--- config.mk ---
export PLATFORM = sky130hd
export DESIGN_NAME = cdb_broadcast_arbiter
export DESIGN_NICKNAME = d
export VERILOG_FILES = /design/src/rtl/rv32i_types.sv /design/src/rtl/cdb_result_fifo.sv /design/src/rtl/cdb_broadcast_arbiter.sv
export SDC_FILE = /design/constraint.sdc
export NUM_CORES = 1
export LEC_CHECK = 0
export BUFFER_PORTS_ARGS = -buffer_cell sky130_fd_sc_hd__clkbuf_2
export CAP_MARGIN = 20
export CORE_MARGIN = 2
export CORE_UTILIZATION = 38
export DETAILED_ROUTE_END_ITERATION = 10
export PLACE_DENSITY = 0.65
export SYNTH_ARGS = -nofsm -noshare
export SYNTH_HDL_FRONTEND = slang
export SYNTH_HIERARCHICAL = 1
export SYNTH_SLANG_ARGS = --single-unit
--- constraint.sdc ---
create_clock -name clk -period 7.1 [get_ports clk]
set_input_delay 1.42 -clock clk [delete_from_list [all_inputs] [get_ports clk]]
set_output_delay 1.42 -clock clk [all_outputs]
set_load 0.005 [all_outputs]
--- src/rtl/rv32i_types.sv ---
// Shared core types and widths: the CDB result record and the rename/ROB/RS tag widths.
package rv32i_types;

    localparam int NUM_FU         = 2;
    localparam int CDB_FIFO_DEPTH = 2;
    localparam int PS_W           = 6;
    localparam int AR_W           = 5;
    localparam int ROB_W          = 4;

    typedef struct packed {
        logic [PS_W-1:0]  pd;
        logic [AR_W-1:0]  rd;
        logic [ROB_W-1:0] rob;
        logic [31:0]      data;
    } cdb_result_t;

endpackage

--- src/rtl/cdb_result_fifo.sv ---
// Per-FU result FIFO: power-of-2 depth, synchronous reset, single-cycle flush clear.
module cdb_result_fifo #(
    parameter int W     = 32,
    parameter int DEPTH = 2
) (
    input  logic                   clk,
    input  logic                   rst,
    input  logic                   flush,
    input  logic                   push,
    input  logic [W-1:0]           din,
    input  logic                   pop,
    output logic [W-1:0]           head,
    output logic [$clog2(DEPTH):0] count
);

    localparam int PTR_W = $clog2(DEPTH);
    localparam int CNT_W = PTR_W + 1;

    logic [W-1:0]     mem [DEPTH];
    logic [PTR_W-1:0] wr_ptr;
    logic [PTR_W-1:0] rd_ptr;

    // Storage is not reset; only the pointers and count define what is live.
    always_ff @(posedge clk) begin
        if (push && !rst && !flush) begin
            mem[wr_ptr] <= din;
        end
    end

    // Pointers wrap naturally because DEPTH is a power of two.
    always_ff @(posedge clk) begin
        if (rst || flush) begin
            wr_ptr <= '0;
            rd_ptr <= '0;
            count  <= '0;
        end else begin
            if (push) begin
                wr_ptr <= wr_ptr + PTR_W'(1);
            end
            if (pop) begin
                rd_ptr <= rd_ptr + PTR_W'(1);
            end
            count <= count + CNT_W'(push) - CNT_W'(pop);
        end
    end

    assign head = mem[rd_ptr];

endmodule

--- src/rtl/cdb_broadcast_arbiter.sv ---
// CDB transmit side: per-FU result FIFOs, one grant per cycle, registered broadcast.
// Define CDB_RR_ARB_EN for round-robin arbitration; default is fixed priority (FU 0 wins).
module cdb_broadcast_arbiter
    import rv32i_types::cdb_result_t;
#(
    parameter int NUM_FU     = rv32i_types::NUM_FU,
    parameter int FIFO_DEPTH = rv32i_types::CDB_FIFO_DEPTH,
    parameter int PS_W       = rv32i_types::PS_W,
    parameter int AR_W       = rv32i_types::AR_W,
    parameter int ROB_W      = rv32i_types::ROB_W
) (
    input  logic                    clk,
    input  logic                    rst,
    input  logic                    flush,
    input  logic [NUM_FU-1:0]       fu_valid,
    input  logic [NUM_FU*PS_W-1:0]  fu_pd,
    input  logic [NUM_FU*AR_W-1:0]  fu_rd,
    input  logic [NUM_FU*ROB_W-1:0] fu_rob,
    input  logic [NUM_FU*32-1:0]    fu_data,
    output logic [NUM_FU-1:0]       fu_busy,
    output logic                    cdb_valid,
    output logic [PS_W-1:0]         cdb_pd,
    output logic [AR_W-1:0]         cdb_rd,
    output logic [ROB_W-1:0]        cdb_rob,
    output logic [31:0]             cdb_data
);

    localparam int CNT_W = $clog2(FIFO_DEPTH) + 1;
    localparam int IDX_W = (NUM_FU > 1) ? $clog2(NUM_FU) : 1;

    // Handshake: a result transfers at the edge where fu_valid[i]=1 and fu_busy[i]=0.
    // fu_busy comes straight from the registered count, so a same-cycle pop never lowers it;
    // a busy FU keeps its result and presents it again once busy drops.

    cdb_result_t      head [NUM_FU];
    logic [CNT_W-1:0] cnt  [NUM_FU];
    logic [NUM_FU-1:0] empty;
    logic [NUM_FU-1:0] push;
    logic [NUM_FU-1:0] pop;
    logic              gnt_any;
    logic [IDX_W-1:0]  gnt_idx;
    cdb_result_t       cdb_q;

    for (genvar i = 0; i < NUM_FU; i++) begin : g_fu
        cdb_result_t fu_res;

        assign fu_res.pd   = fu_pd[i*PS_W +: PS_W];
        assign fu_res.rd   = fu_rd[i*AR_W +: AR_W];
        assign fu_res.rob  = fu_rob[i*ROB_W +: ROB_W];
        assign fu_res.data = fu_data[i*32 +: 32];

        assign fu_busy[i] = (cnt[i] == CNT_W'(FIFO_DEPTH));
        assign empty[i]   = (cnt[i] == '0);
        assign push[i]    = fu_valid[i] && !fu_busy[i] && !flush;
        assign pop[i]     = gnt_any && (gnt_idx == IDX_W'(i)) && !flush;

        cdb_result_fifo #(
            .W     ($bits(cdb_result_t)),
            .DEPTH (FIFO_DEPTH)
        ) u_fifo (
            .clk   (clk),
            .rst   (rst),
            .flush (flush),
            .push  (push[i]),
            .din   (fu_res),
            .pop   (pop[i]),
            .head  (head[i]),
            .count (cnt[i])
        );

        a_no_push_while_busy : assert property (
            @(posedge clk) disable iff (rst) !(fu_valid[i] && fu_busy[i]));
    end

`ifdef CDB_RR_ARB_EN
    logic [IDX_W-1:0] rr_ptr;

    // Search starts at the pointer so every non-empty FIFO is reached within NUM_FU grants.
    always_comb begin
        gnt_any = 1'b0;
        gnt_idx = '0;
        for (int k = 0; k < NUM_FU; k++) begin
            if (!gnt_any && !empty[IDX_W'((int'(rr_ptr) + k) % NUM_FU)]) begin
                gnt_any = 1'b1;
                gnt_idx = IDX_W'((int'(rr_ptr) + k) % NUM_FU);
            end
        end
    end

    // Flush cancels the grant, so the pointer only moves on grants that actually pop.
    always_ff @(posedge clk) begin
        if (rst) begin
            rr_ptr <= '0;
        end else if (gnt_any && !flush) begin
            rr_ptr <= (gnt_idx == IDX_W'(NUM_FU - 1)) ? '0 : gnt_idx + IDX_W'(1);
        end
    end
`else
    always_comb begin
        gnt_any = 1'b0;
        gnt_idx = '0;
        for (int k = 0; k < NUM_FU; k++) begin
            if (!gnt_any && !empty[k]) begin
                gnt_any = 1'b1;
                gnt_idx = IDX_W'(k);
            end
        end
    end
`endif

    // Fields are zeroed whenever nothing broadcasts; p0 is never allocated, so it wakes nothing.
    always_ff @(posedge clk) begin
        if (rst || flush) begin
            cdb_valid <= 1'b0;
            cdb_q     <= '0;
        end else begin
            cdb_valid <= gnt_any;
            cdb_q     <= gnt_any ? head[gnt_idx] : '0;
        end
    end

    assign cdb_pd   = cdb_q.pd;
    assign cdb_rd   = cdb_q.rd;
    assign cdb_rob  = cdb_q.rob;
    assign cdb_data = cdb_q.data;

endmodule

==> run_results.csv <==
group,metric,value,unit
timing,grt_setup_unrepaired,"no",
timing,drv_slew,0,
worst_setup_path,rr_startpoint,"g_fu[0].u_fifo/count[0]",
clock_network,cts_buffers,26,
pwr,pwr-share-comb,0.035,
worst_setup_path,path_max_fanout,47,
yosys,syn_area,9000,um^2
pwr,power.density,278,nW/um^2
floorplanning,io_pins,149,
yosys,synth_warnings,6,
floorplanning,rows,56,
clock_network,clkSlewWorstSetupHoldPaths,0.06,ns
clock_network,insertion_delay,0.51,ns
pwr,p_seq_frac,0.522,
global_route,grt_usage,0.140,
pwr,p_clk_frac,0.443,
floorplanning,floorplan.die.width,158,um
hold_path,hp-class,"reg2reg",
worst_setup_path,worstPathArrival,3.17,ns
clock_network,clock_path_buffers,3,
route,routedWlPerCell,18.4,um
timing,hold_violations,0,
worst_setup_path,reg2regPathDepth,4,
timing,finalSetupViolations,0,
floorplanning,chipHeight,158,um
route,drc,0,
clock_network,post_cts_resized,0,
route,final_antenna_net_count,0,
pwr,intPower,2.46,mW
worst_setup_path,r2r_slack,4.73,ns
floorplanning,design.core.area,23300,um^2
route,drt_iter0_drc,203,
timing,tns,0,ns
timing,tightest_slew,0.867,ns
yosys,seq_area_frac_synth,0.757,
clock_network,htreeDepth,1,
timing,worst_clock_skew,0.00761,ns
route,via_per_inst,4.71,
finish,final_area,10900,um^2
yosys,yosysUniqueCellTypes,24,
worst_setup_path,crit_start,"flush",
timing,min_period,3.03,ns
clock_network,numClockSinks,246,
pwr,switching_share,0.191,
finish,nFillCells,2026,
clock_network,cts_tree,"yes",
global_route,first_global_vias,4829,
place,port_buffers,148,
yosys,ys_ff_latch,246,
global_route,antenna_found_initial,0,
worst_setup_path,startpoint_type,"input port",
floorplanning,start_util,0.386,
timing,period_share,0.427,
pwr,p_total,3.03,mW
timing,slew-limit-headroom,0.422,
pwr,irDropWorstVdd,202,uV
floorplanning,die-area,24900,um^2
finish,diodes,0,
timing,setup_slack,4.07,ns
worst_setup_path,path_class,"in2reg",
global_route,grt_max_degree,48,
route,firstDrtPassIters,4,
timing,fmax,330,MHz
worst_setup_path,end_kind,"flop",
worst_setup_path,endpoint,"g_fu[0].u_fifo/mem[0][10]",
pwr,p_leak,4.08,nW
place,postPlaceCellArea,10100,um^2
place,gp_congestion,0.722,
finish,fin_util,0.468,
finish,area_delta_synth_final,21.4,%
route,vias,4477,
global_route,grt_pass1_wl,26200,um
global_route,grt-ovfl-total,0,
clock_network,cts_setup_buffers,0,
pwr,netSwitchingPower,0.579,mW
run_status,run_status,"finished clean",
route,finalWirelength,17500,um
yosys,syn_nets,552,
yosys,syn_area_per_cell,20.0,um^2
place,dp_hpwl,10900,um
place,detailedPlace.worstSlack,3.56,ns
worst_setup_path,r2r-end,"g_fu[0].u_fifo/mem[0][10]",
yosys,netlist_instances,449,
flow_run,cap_violations,0,
finish,fin_nets,714,
finish,drive_gt1_frac,0.468,
clock_network,ctsRootBufferMaster,"clkbuf_16",
worst_setup_path,required,7.24,ns
clock_network,cts_hold_buf,0,
## synth_stat cells (all sizes together)
cell type	number	area, um^2
inv	4	15.0
edfxtp	188	5650
a22o	47	412
ha	4	50.1
nor4	2	27.5
nor3	8	40.0
nor2b	2	12.5
and2	2	12.5
buf	20	174
and3	2	12.5
a21oi	1	5.00
xnor3	2	45.0
xnor2	4	35.0
nor4b	2	17.5
mux2	94	1280
dfxtp	58	1160
nor3b	2	15.0
or2	1	8.76
nor2	6	25.0
## logic make-up after synthesis
group / count (synthesis) / synth area share
fa+ha+maj: 4 / 0.00556
xor+xnor: 6 / 0.00890
compound gates: 48 / 0.0463
buf+inv: 24 / 0.0210
simple gates: 27 / 0.0191
mux: 94 / 0.143
flops: 246 / 0.757
## per-stage QoR
| step | cells | hold WS, ns |
|---|---|---|
| after global placement | 902 | 0.526 |
| after floorplan | 449 | 0.518 |
| after global routing | 950 | 0.576 |
| after CTS | 950 | 0.547 |
| after detailed placement | 902 | 0.535 |
| final | 950 | 0.554 |
## cells in the final DEF (no fill, tap or decap), drive strengths merged, types with 2 or more instances in the layout
cell type | netlist | final
dfxtp | 58 | 58
ha | 4 | 4
nor4b | 2 | 2
edfxtp | 188 | 188
nor4 | 2 | 2
xnor2 | 4 | 4
mux2 | 94 | 94
clkinv | 0 | 5
clkbuf | 0 | 188
nor2 | 6 | 6
buf | 20 | 6
nor2b | 2 | 2
nor3b | 2 | 2
nor3 | 8 | 8
xnor3 | 2 | 2
and3 | 2 | 2
and2 | 2 | 2
a22o | 47 | 47
inv | 4 | 4
bufinv | 0 | 2
## layer usage
metal	up-vias	share of wire	wire length, um	track usage
met4	0	0.027	468	0.0424
met2	145	0.50	8830	0.253
li1	2087	-	-	-
met3	34	0.069	1200	0.0361
met1	2211	0.40	7020	0.165
met5	-	0	0	0
## critical path: stages
cell      delay, ns
clkbuf_2       0.25
nor3b_1        0.58
nor4b_4        0.30
buf_4          0.61
## worst min path at each step
stage	end	cells past startpoint	startpoint	slack (ns)
floorplan	flop	2	g_fu[0].u_fifo/rd_ptr	0.52
global placement	flop	2	g_fu[1].u_fifo/rd_ptr	0.53
detailed placement	flop	2	g_fu[1].u_fifo/rd_ptr	0.53
CTS	flop	2	g_fu[1].u_fifo/rd_ptr	0.55
global route	flop	2	g_fu[1].u_fifo/rd_ptr	0.58
finish	flop	2	g_fu[1].u_fifo/rd_ptr	0.55
## cell type report
class	count	area [um^2]	area share
multi-input cells	179	2040	0.187
inverters	4	15.0	0.00137
well taps	319	399	0.0365
repair buffers	154	786	0.0719
flip-flops and latches	246	6810	0.624
clock buffers	40	785	0.0718
clock inverters	8	88.8	0.00813
## power by group through the flow
stage                     Clock, mW  Sequential [mW]  Combinational [mW]
after detailed placement          0             1.61               0.108
final                          1.34             1.58               0.107
after global routing           1.43             1.58               0.117
after CTS                      1.38             1.58               0.108
after global placement            0             1.61               0.102
after floorplan                   0             1.61              0.0535
## registers in the layout (all words and copies together), names as in the netlist, named ones only
register            flops
g_fu.u_fifo/mem       188
cdb_data               32
cdb_pd                  6
cdb_rd                  5
cdb_rob                 4
g_fu.u_fifo/count       4
g_fu.u_fifo/rd_ptr      2
g_fu.u_fifo/wr_ptr      2
cdb_valid               1
Note: power is estimated with default switching activity, not from simulation.
